`src/rtl/button_debouncer_pkg.sv`:
```
// Shared definitions for the button debouncer: state encoding and board-clock defaults.
package button_debouncer_pkg;

  typedef enum logic [1:0] {
    S_LOW  = 2'b00,
    S_RISE = 2'b01,
    S_HIGH = 2'b11,
    S_FALL = 2'b10
  } state_e;

  // 10 ms of stability at the 100 MHz board clock
  localparam int unsigned DEFAULT_STABLE_CYCLES = 1000000;
  localparam int unsigned DEFAULT_CNT_W         = 20;
  localparam int unsigned DEFAULT_SYNC_STAGES   = 2;

endpackage

```
`src/rtl/sync_ff.sv`:
```
// Plain flop-chain synchroniser for asynchronous single-bit inputs; q is the last stage.
module sync_ff
  import button_debouncer_pkg::*;
#(
  parameter int unsigned SYNC_STAGES = DEFAULT_SYNC_STAGES
) (
  input  logic clk,
  input  logic reset,
  input  logic d,
  output logic q
);

  logic [SYNC_STAGES-1:0] r_chain;

  always_ff @(posedge clk or negedge reset) begin
    if (!reset) begin
      r_chain <= '0;
    end else begin
      r_chain <= {r_chain[SYNC_STAGES-2:0], d};
    end
  end

  assign q = r_chain[SYNC_STAGES-1];

endmodule

```
`src/rtl/button_debouncer.sv`:
```
// Debounces a raw button pin: accepts a new level only after it has been stable
// for STABLE_CYCLES consecutive synchronised samples.
//
//   state  | meaning
//   S_LOW  | output low, input agrees
//   S_RISE | output low, qualifying a high input
//   S_HIGH | output high, input agrees
//   S_FALL | output high, qualifying a low input
module button_debouncer
  import button_debouncer_pkg::*;
#(
  parameter int unsigned STABLE_CYCLES = DEFAULT_STABLE_CYCLES,
  parameter int unsigned CNT_W         = DEFAULT_CNT_W,
  parameter int unsigned SYNC_STAGES   = DEFAULT_SYNC_STAGES
) (
  input  logic clk,
  input  logic reset,
  input  logic btn_in,
  output logic btn_out,
  output logic busy
);

  localparam logic [CNT_W-1:0] CNT_LAST = CNT_W'(STABLE_CYCLES - 1);

  logic             w_sync_in;
  state_e           r_state;
  state_e           w_state_nxt;
  logic [CNT_W-1:0] r_cnt;
  logic [CNT_W-1:0] w_cnt_nxt;

  sync_ff #(
    .SYNC_STAGES(SYNC_STAGES)
  ) u_sync (
    .clk  (clk),
    .reset(reset),
    .d    (btn_in),
    .q    (w_sync_in)
  );

  always_ff @(posedge clk or negedge reset) begin
    if (!reset) begin
      r_state <= S_LOW;
      r_cnt   <= '0;
    end else begin
      r_state <= w_state_nxt;
      r_cnt   <= w_cnt_nxt;
    end
  end

  // Counter is cleared on every state change so it never needs to wrap
  always_comb begin
    w_state_nxt = r_state;
    w_cnt_nxt   = r_cnt;
    case (r_state)
      S_LOW: begin
        if (w_sync_in) begin
          w_state_nxt = S_RISE;
          w_cnt_nxt   = '0;
        end
      end
      S_RISE: begin
        if (!w_sync_in) begin
          w_state_nxt = S_LOW;
          w_cnt_nxt   = '0;
        end else if (r_cnt == CNT_LAST) begin
          w_state_nxt = S_HIGH;
          w_cnt_nxt   = '0;
        end else begin
          w_cnt_nxt = r_cnt + 1'b1;
        end
      end
      S_HIGH: begin
        if (!w_sync_in) begin
          w_state_nxt = S_FALL;
          w_cnt_nxt   = '0;
        end
      end
      S_FALL: begin
        if (w_sync_in) begin
          w_state_nxt = S_HIGH;
          w_cnt_nxt   = '0;
        end else if (r_cnt == CNT_LAST) begin
          w_state_nxt = S_LOW;
          w_cnt_nxt   = '0;
        end else begin
          w_cnt_nxt = r_cnt + 1'b1;
        end
      end
      default: begin
        w_state_nxt = S_LOW;
        w_cnt_nxt   = '0;
      end
    endcase
  end

  always_comb begin
    btn_out = 1'b0;
    busy    = 1'b0;
    case (r_state)
      S_RISE:  busy = 1'b1;
      S_HIGH:  btn_out = 1'b1;
      S_FALL: begin
        btn_out = 1'b1;
        busy    = 1'b1;
      end
      default: begin
        btn_out = 1'b0;
        busy    = 1'b0;
      end
    endcase
  end

endmodule
```
`config.mk`:
```
export PLATFORM = sky130hd
export DESIGN_NAME = button_debouncer
export DESIGN_NICKNAME = d
export VERILOG_FILES = /design/src/rtl/button_debouncer_pkg.sv /design/src/rtl/sync_ff.sv /design/src/rtl/button_debouncer.sv
export SDC_FILE = /design/constraint.sdc
export NUM_CORES = 1
export LEC_CHECK = 0
export CAP_MARGIN = 0
export CORE_ASPECT_RATIO = 1.75
export CORE_MARGIN = 2
export CORE_UTILIZATION = 40
export DETAILED_ROUTE_END_ITERATION = 10
export PLACE_DENSITY_LB_ADDON = 0.2
export SKIP_CTS_REPAIR_TIMING = 1
export SLEW_MARGIN = 0
export SYNTH_ARGS = -nofsm -noshare
export SYNTH_HDL_FRONTEND = slang
export SYNTH_SLANG_ARGS = --single-unit
```
`constraint.sdc`:
```
create_clock -name clk -period 2.5 [get_ports clk]
set_input_delay 0.75 -clock clk [delete_from_list [all_inputs] [get_ports clk]]
set_output_delay 0.75 -clock clk [all_outputs]
set_load 0.01 [all_outputs]
```
==> impl_metrics.yaml, run 1 <==
status:
  status: "completed"
worst_setup_path:
  start_kind: "flop"
  critPathArrivalTime_ns: 1.68
  endpoint_kind: "output pin"
  reg2reg_depth: 6
  required_ns: 1.75
  path_class: "flop to output pin"
  critPathMaxFanout: 5
flow_run:
  cap_violations: 0
grt:
  grt_pass1_wl_um: 5400
  grt_overflow: 0
  grt_pass1_vias: 1203
  grt_start_max_net_pins: 25
  grt_usage_pct: 17.2
  grt_antenna_before_repair: 0
final_layout:
  fin_nets: 172
  fillers: 352
  final_core_util_pct: 45.4
  final_common_cell: "dfrtp_1"
  drive_gt1_share_pct: 9.32
  final_cell_mix: "24 x dfrtp_1, 20 x nand2_1, 14 x o21ai_0"
  area_growth_pct: 8.73
  antenna_cells: 0
sta:
  worst_pin_slew_ns: 0.709
  rsz0062_at_grt: "false"
  min_period_over_period_pct: 97.3
  slew_viol_final: 0
  finalHoldViolCount: 0
  slew_headroom_pct: 52.6
  fin_skew_ns: 0.00160
  setup_viol: 0
  fin_crit_ns: 2.43
  max_freq_ghz: 0.411
power_and_ir_drop:
  power_density_nw_per_um2: 755
  vdd_ir_drop_max_mv: 0.440
  p_leak_uw: 0.000655
  power_uw: 1160
synthesis:
  syn_inst: 156
  synth_edf_count: 0
  synth-seq-cells: 24
  synth_flop_cell: "dfrtp_1"
  async_reset_ff_share_pct: 100
  synth.distinct_cells: 38
  syn_nets: 165
  yosysSeqAreaShare_pct: 42.3
  synth_warnings: 0
  syn_area_per_cell_sq_um: 9.10
  netlist_area_sq_um: 1420
route:
  wl_met2_um: 1710
  ant_nets: 0
  wl_met3_um: 45
  drt_iter0_markers: 31
  wl_per_cell_um: 15.4
  viasPerCell: 5.83
  routed_wl_um: 3170
  highest_layer: "met4"
  first_pass_iters: 4
  dr_total_vias: 1200
  wl_met1_um: 1370
  drcViolationCount: 0
floorplanning:
  core.rowCount: 28
  initial_utilization_pct: 41.8
  die_area_sq_um: 4060
  core_region_area_sq_um: 3400
  die_y_um: 82.8
  num_io_pins: 5
  die_w_um: 49.0
cts:
  clkLatencyLatePin_ns: 0.27
  cts_made_buffers: 3
  cts.clk_slew.worst_paths_ns: 0.08
  cts_tree: "yes"
  cts.sinks: 24
  htreeDepth: 1
  cts_buffer_depth: 2
  root_buffer: "clkbuf_8"
place:
  gp_congestion: 0.745
  dp_hpwl_um: 2250
  io_buffers: 4
worst_hold_path:
  hp-class: "flop to flop"
  min_path_cells: 0
-- metrics by stage --
stage                     instance area (sq um)  setup slack (ns)  cells  hold WS (ns)  setup TNS, ns
after floorplan                            1420             0.594    156         0.331              0
after global placement                     1490             0.348    202         0.336              0
after detailed placement                   1490             0.237    202         0.341              0
after CTS                                  1530           -0.0231    205         0.360        -0.0231
after global routing                       1540           0.00780    206         0.374              0
final                                      1540            0.0686    206         0.356              0
-- Yosys cell counts, types with 2 or more instances --
cell	count	share of area, %
buf_6	2	1.6
nand4_1	6	2.6
a21o_1	5	2.6
mux2_2	2	1.6
or3_4	2	1.6
mux2i_1	2	1.4
nor2_1	7	1.9
nor4_1	4	1.8
nand2_1	20	5.3
or3_1	6	2.6
o311ai_0	3	1.9
dfrtp_1	24	42
or4_1	2	1.1
inv_1	8	2.1
o21ai_0	14	4.9
ha_1	6	5.3
a21oi_1	9	3.2
nor3_1	3	1.1
nand3_1	12	4.2
-- path summary, 6_finish.rpt --
path,startpoint,slack (ns),to
max reg2reg,r_state[0],0.20,r_cnt[12]
min in group asynchronous,reset,0.83,r_cnt[11]
min reg2reg,u_sync.r_chain[0],0.36,u_sync.r_chain[1]
max in group asynchronous,reset,1.43,r_cnt[8]
max,r_state[0],0.07,busy
min,u_sync.r_chain[0],0.36,u_sync.r_chain[1]
-- registers in the layout (all words and copies together), names as in the netlist --
register and count:
r_cnt 20, u_sync.r_chain 2, r_state 2
-- critical path: stages (launching register included) --
cell and delay (ns):
dfrtp_1 0.40, inv_1 0.10, ha_1 0.36, clkdlybuf4s50_1 0.55
-- layout make-up --
| cell class | instances | area, sq um | share of cell area [%] |
|---|---|---|---|
| well taps | 45 | 56.3 | 3.65 |
| repair buffers | 7 | 65.1 | 4.22 |
| clock buffers | 3 | 41.3 | 2.68 |
| multi-input cells | 119 | 749 | 48.6 |
| flip-flops and latches | 24 | 601 | 38.9 |
| inverters | 8 | 30.0 | 1.95 |
-- report_power, final --
| part | internal (uW) | switching (uW) | total, uW |
|---|---|---|---|
| sequential | 413 | 22.4 | 435 |
| combinational | 198 | 302 | 500 |
| clock | 108 | 122 | 230 |
| total | 719 | 446 | 1160 |
-- layer usage --
| layer | up-vias | global-route usage [%] |
|---|---|---|
| li1 | 580 | - |
| met1 | 600 | 18.4 |
| met2 | 15 | 33.4 |
| met3 | 5 | 2.15 |
| met4 | 0 | 7.71 |
| met5 | - | 0 |
-- cell families (layout without fill, tap and decap cells) --
group | count (synthesis) | in the layout | synth area share (%)
flops | 24 | 24 | 42.3
compound gates | 37 | 37 | 16.6
buf+inv | 13 | 18 | 4.85
fa+ha+maj | 6 | 6 | 5.29
simple gates | 71 | 71 | 27.0
mux | 5 | 5 | 3.97
No activity file was read; power rests on OpenSTA's default activity.
==> inputs of run 2 (changes only) <==
Settings changed: CORE_MARGIN 2 to default, CORE_UTILIZATION 40 to 55.
Clock period 2.5 ns to 2.6 ns, I/O delays scaled along.
==> impl_metrics.yaml, run 2 (synthesized netlist as in run 1, its figures left out) <==
status:
  status: "completed"
final_layout:
  drive_gt1_share_pct: 8.75
  regMostFlops: "r_cnt"
  final_core_util_pct: 61.3
  antenna_cells: 0
  final_cell_mix: "24 x dfrtp_1, 20 x nand2_1, 14 x o21ai_0"
  area_growth_pct: 6.35
  top_regs: "r_cnt: 20 flops, r_state: 2 flops, u_sync.r_chain: 2 flops"
  largest_reg_flops: 20
  fin_cells: 186
  fin_nets: 171
  final_common_cell: "dfrtp_1"
cts:
  root_buffer: "clkbuf_8"
  cts.clk_slew.worst_paths_ns: 0.08
  cts_tree: "yes"
  clkLatencyLatePin_ns: 0.26
  htreeDepth: 1
  cts_made_buffers: 3
  cts.sinks: 24
  cts_buffer_depth: 2
route:
  routed_wl_um: 2970
  ant_nets: 0
  drcViolationCount: 0
  viasPerCell: 6.45
  wl_per_cell_um: 15.9
  dr_total_vias: 1200
  drt_iter0_markers: 35
  first_pass_iters: 4
place:
  io_buffers: 4
  place_inst: 183
  dp_hpwl_um: 2160
  gp_congestion: 0.842
sta:
  min_period_over_period_pct: 95.8
  worst_pin_slew_ns: 0.721
  rsz0062_at_grt: "false"
  max_freq_ghz: 0.401
  fin_crit_ns: 2.49
  slew_headroom_pct: 51.8
  slew_viol_final: 0
  fin_skew_ns: 0.00580
  holdWs_ns: 0.352
  tns_ns: 0
  setup_viol: 0
  finalHoldViolCount: 0
worst_setup_path:
  critPathMaxFanout: 4
  endpoint_kind: "output pin"
  start_kind: "flop"
  path_class: "flop to output pin"
  critPathArrivalTime_ns: 1.71
  required_ns: 1.82
grt:
  grt_overflow: 0
  grt_use_met2_pct: 44.8
  grt.busiest_layer: "met2"
  grt_util_met3_pct: 2.24
  grt_pass1_vias: 1241
  grt_pass1_wl_um: 5060
  grt_usage_pct: 24.9
  grt_start_max_net_pins: 25
  grt_antenna_before_repair: 0
  use_met1_pct: 27.0
power_and_ir_drop:
  power_density_nw_per_um2: 739
  p_leak_uw: 0.000636
  vdd_ir_drop_max_mv: 0.458
  power_uw: 1110
floorplanning:
  die_y_um: 69.2
  initial_utilization_pct: 57.6
  num_io_pins: 5
  core.rowCount: 24
  core_region_area_sq_um: 2460
  die_area_sq_um: 2790
  die_w_um: 40.4
worst_hold_path:
  hp-class: "flop to flop"
flow_run:
  cap_violations: 0
run 2: changes by cell type in the layout (fill, tap and decap cells not counted), sizes merged:
cell / delta
buf: -1
clkdlybuf4s50: +1
dlymetal6s2s: -1
run 2: worst max-delay path: stages (launching register included):
cell and delay [ns]:
dfrtp_1 0.38, inv_1 0.10, ha_1 0.22, or2_2 0.28, clkdlybuf4s50_1 0.47
run 2: power breakdown:
group          internal [uW]  switching, uW
Combinational            185            298
Clock                    104            112
Sequential               397           20.3
Total                    685            430
run 2: worst paths after layout:
| check | from | endpoint | slack [ns] | depth (start not counted) |
|---|---|---|---|---|
| worst max-delay path | r_state[0] | btn_out | 0.11 | 4 |
| worst min-delay path | u_sync.r_chain[0] | u_sync.r_chain[1] | 0.35 | 0 |
| worst max register to register | r_state[1] | r_cnt[12] | 0.30 | 6 |
| worst min register to register | u_sync.r_chain[0] | u_sync.r_chain[1] | 0.35 | 0 |
| max in group asynchronous | reset | r_cnt[15] | 1.48 | 2 |
| min in group asynchronous | reset | r_cnt[4] | 0.87 | 2 |
run 2: through the flow:
stage | area (sq um) | setup WS (ns)
after floorplan | 1420 | 0.694
after global placement | 1470 | 0.423
after detailed placement | 1470 | 0.366
after CTS | 1510 | 0.0943
after global routing | 1510 | 0.0147
final | 1510 | 0.108
run 2: layout make-up:
cell class              count  area [sq um]
fillers                   202           953
clock buffers               3          41.3
repair buffers              6          55.1
flip-flops and latches     24           601
multi-input cells         119           749
inverters                   8          30.0
well taps                  26          32.5
run 2: metal layers:
| metal | up-vias | part of all wire [%] |
|---|---|---|
| met5 | - | 0 |
| met4 | 0 | 1.3 |
| met3 | 4 | 1.4 |
| met2 | 16 | 56 |
| met1 | 596 | 42 |
| li1 | 584 | - |
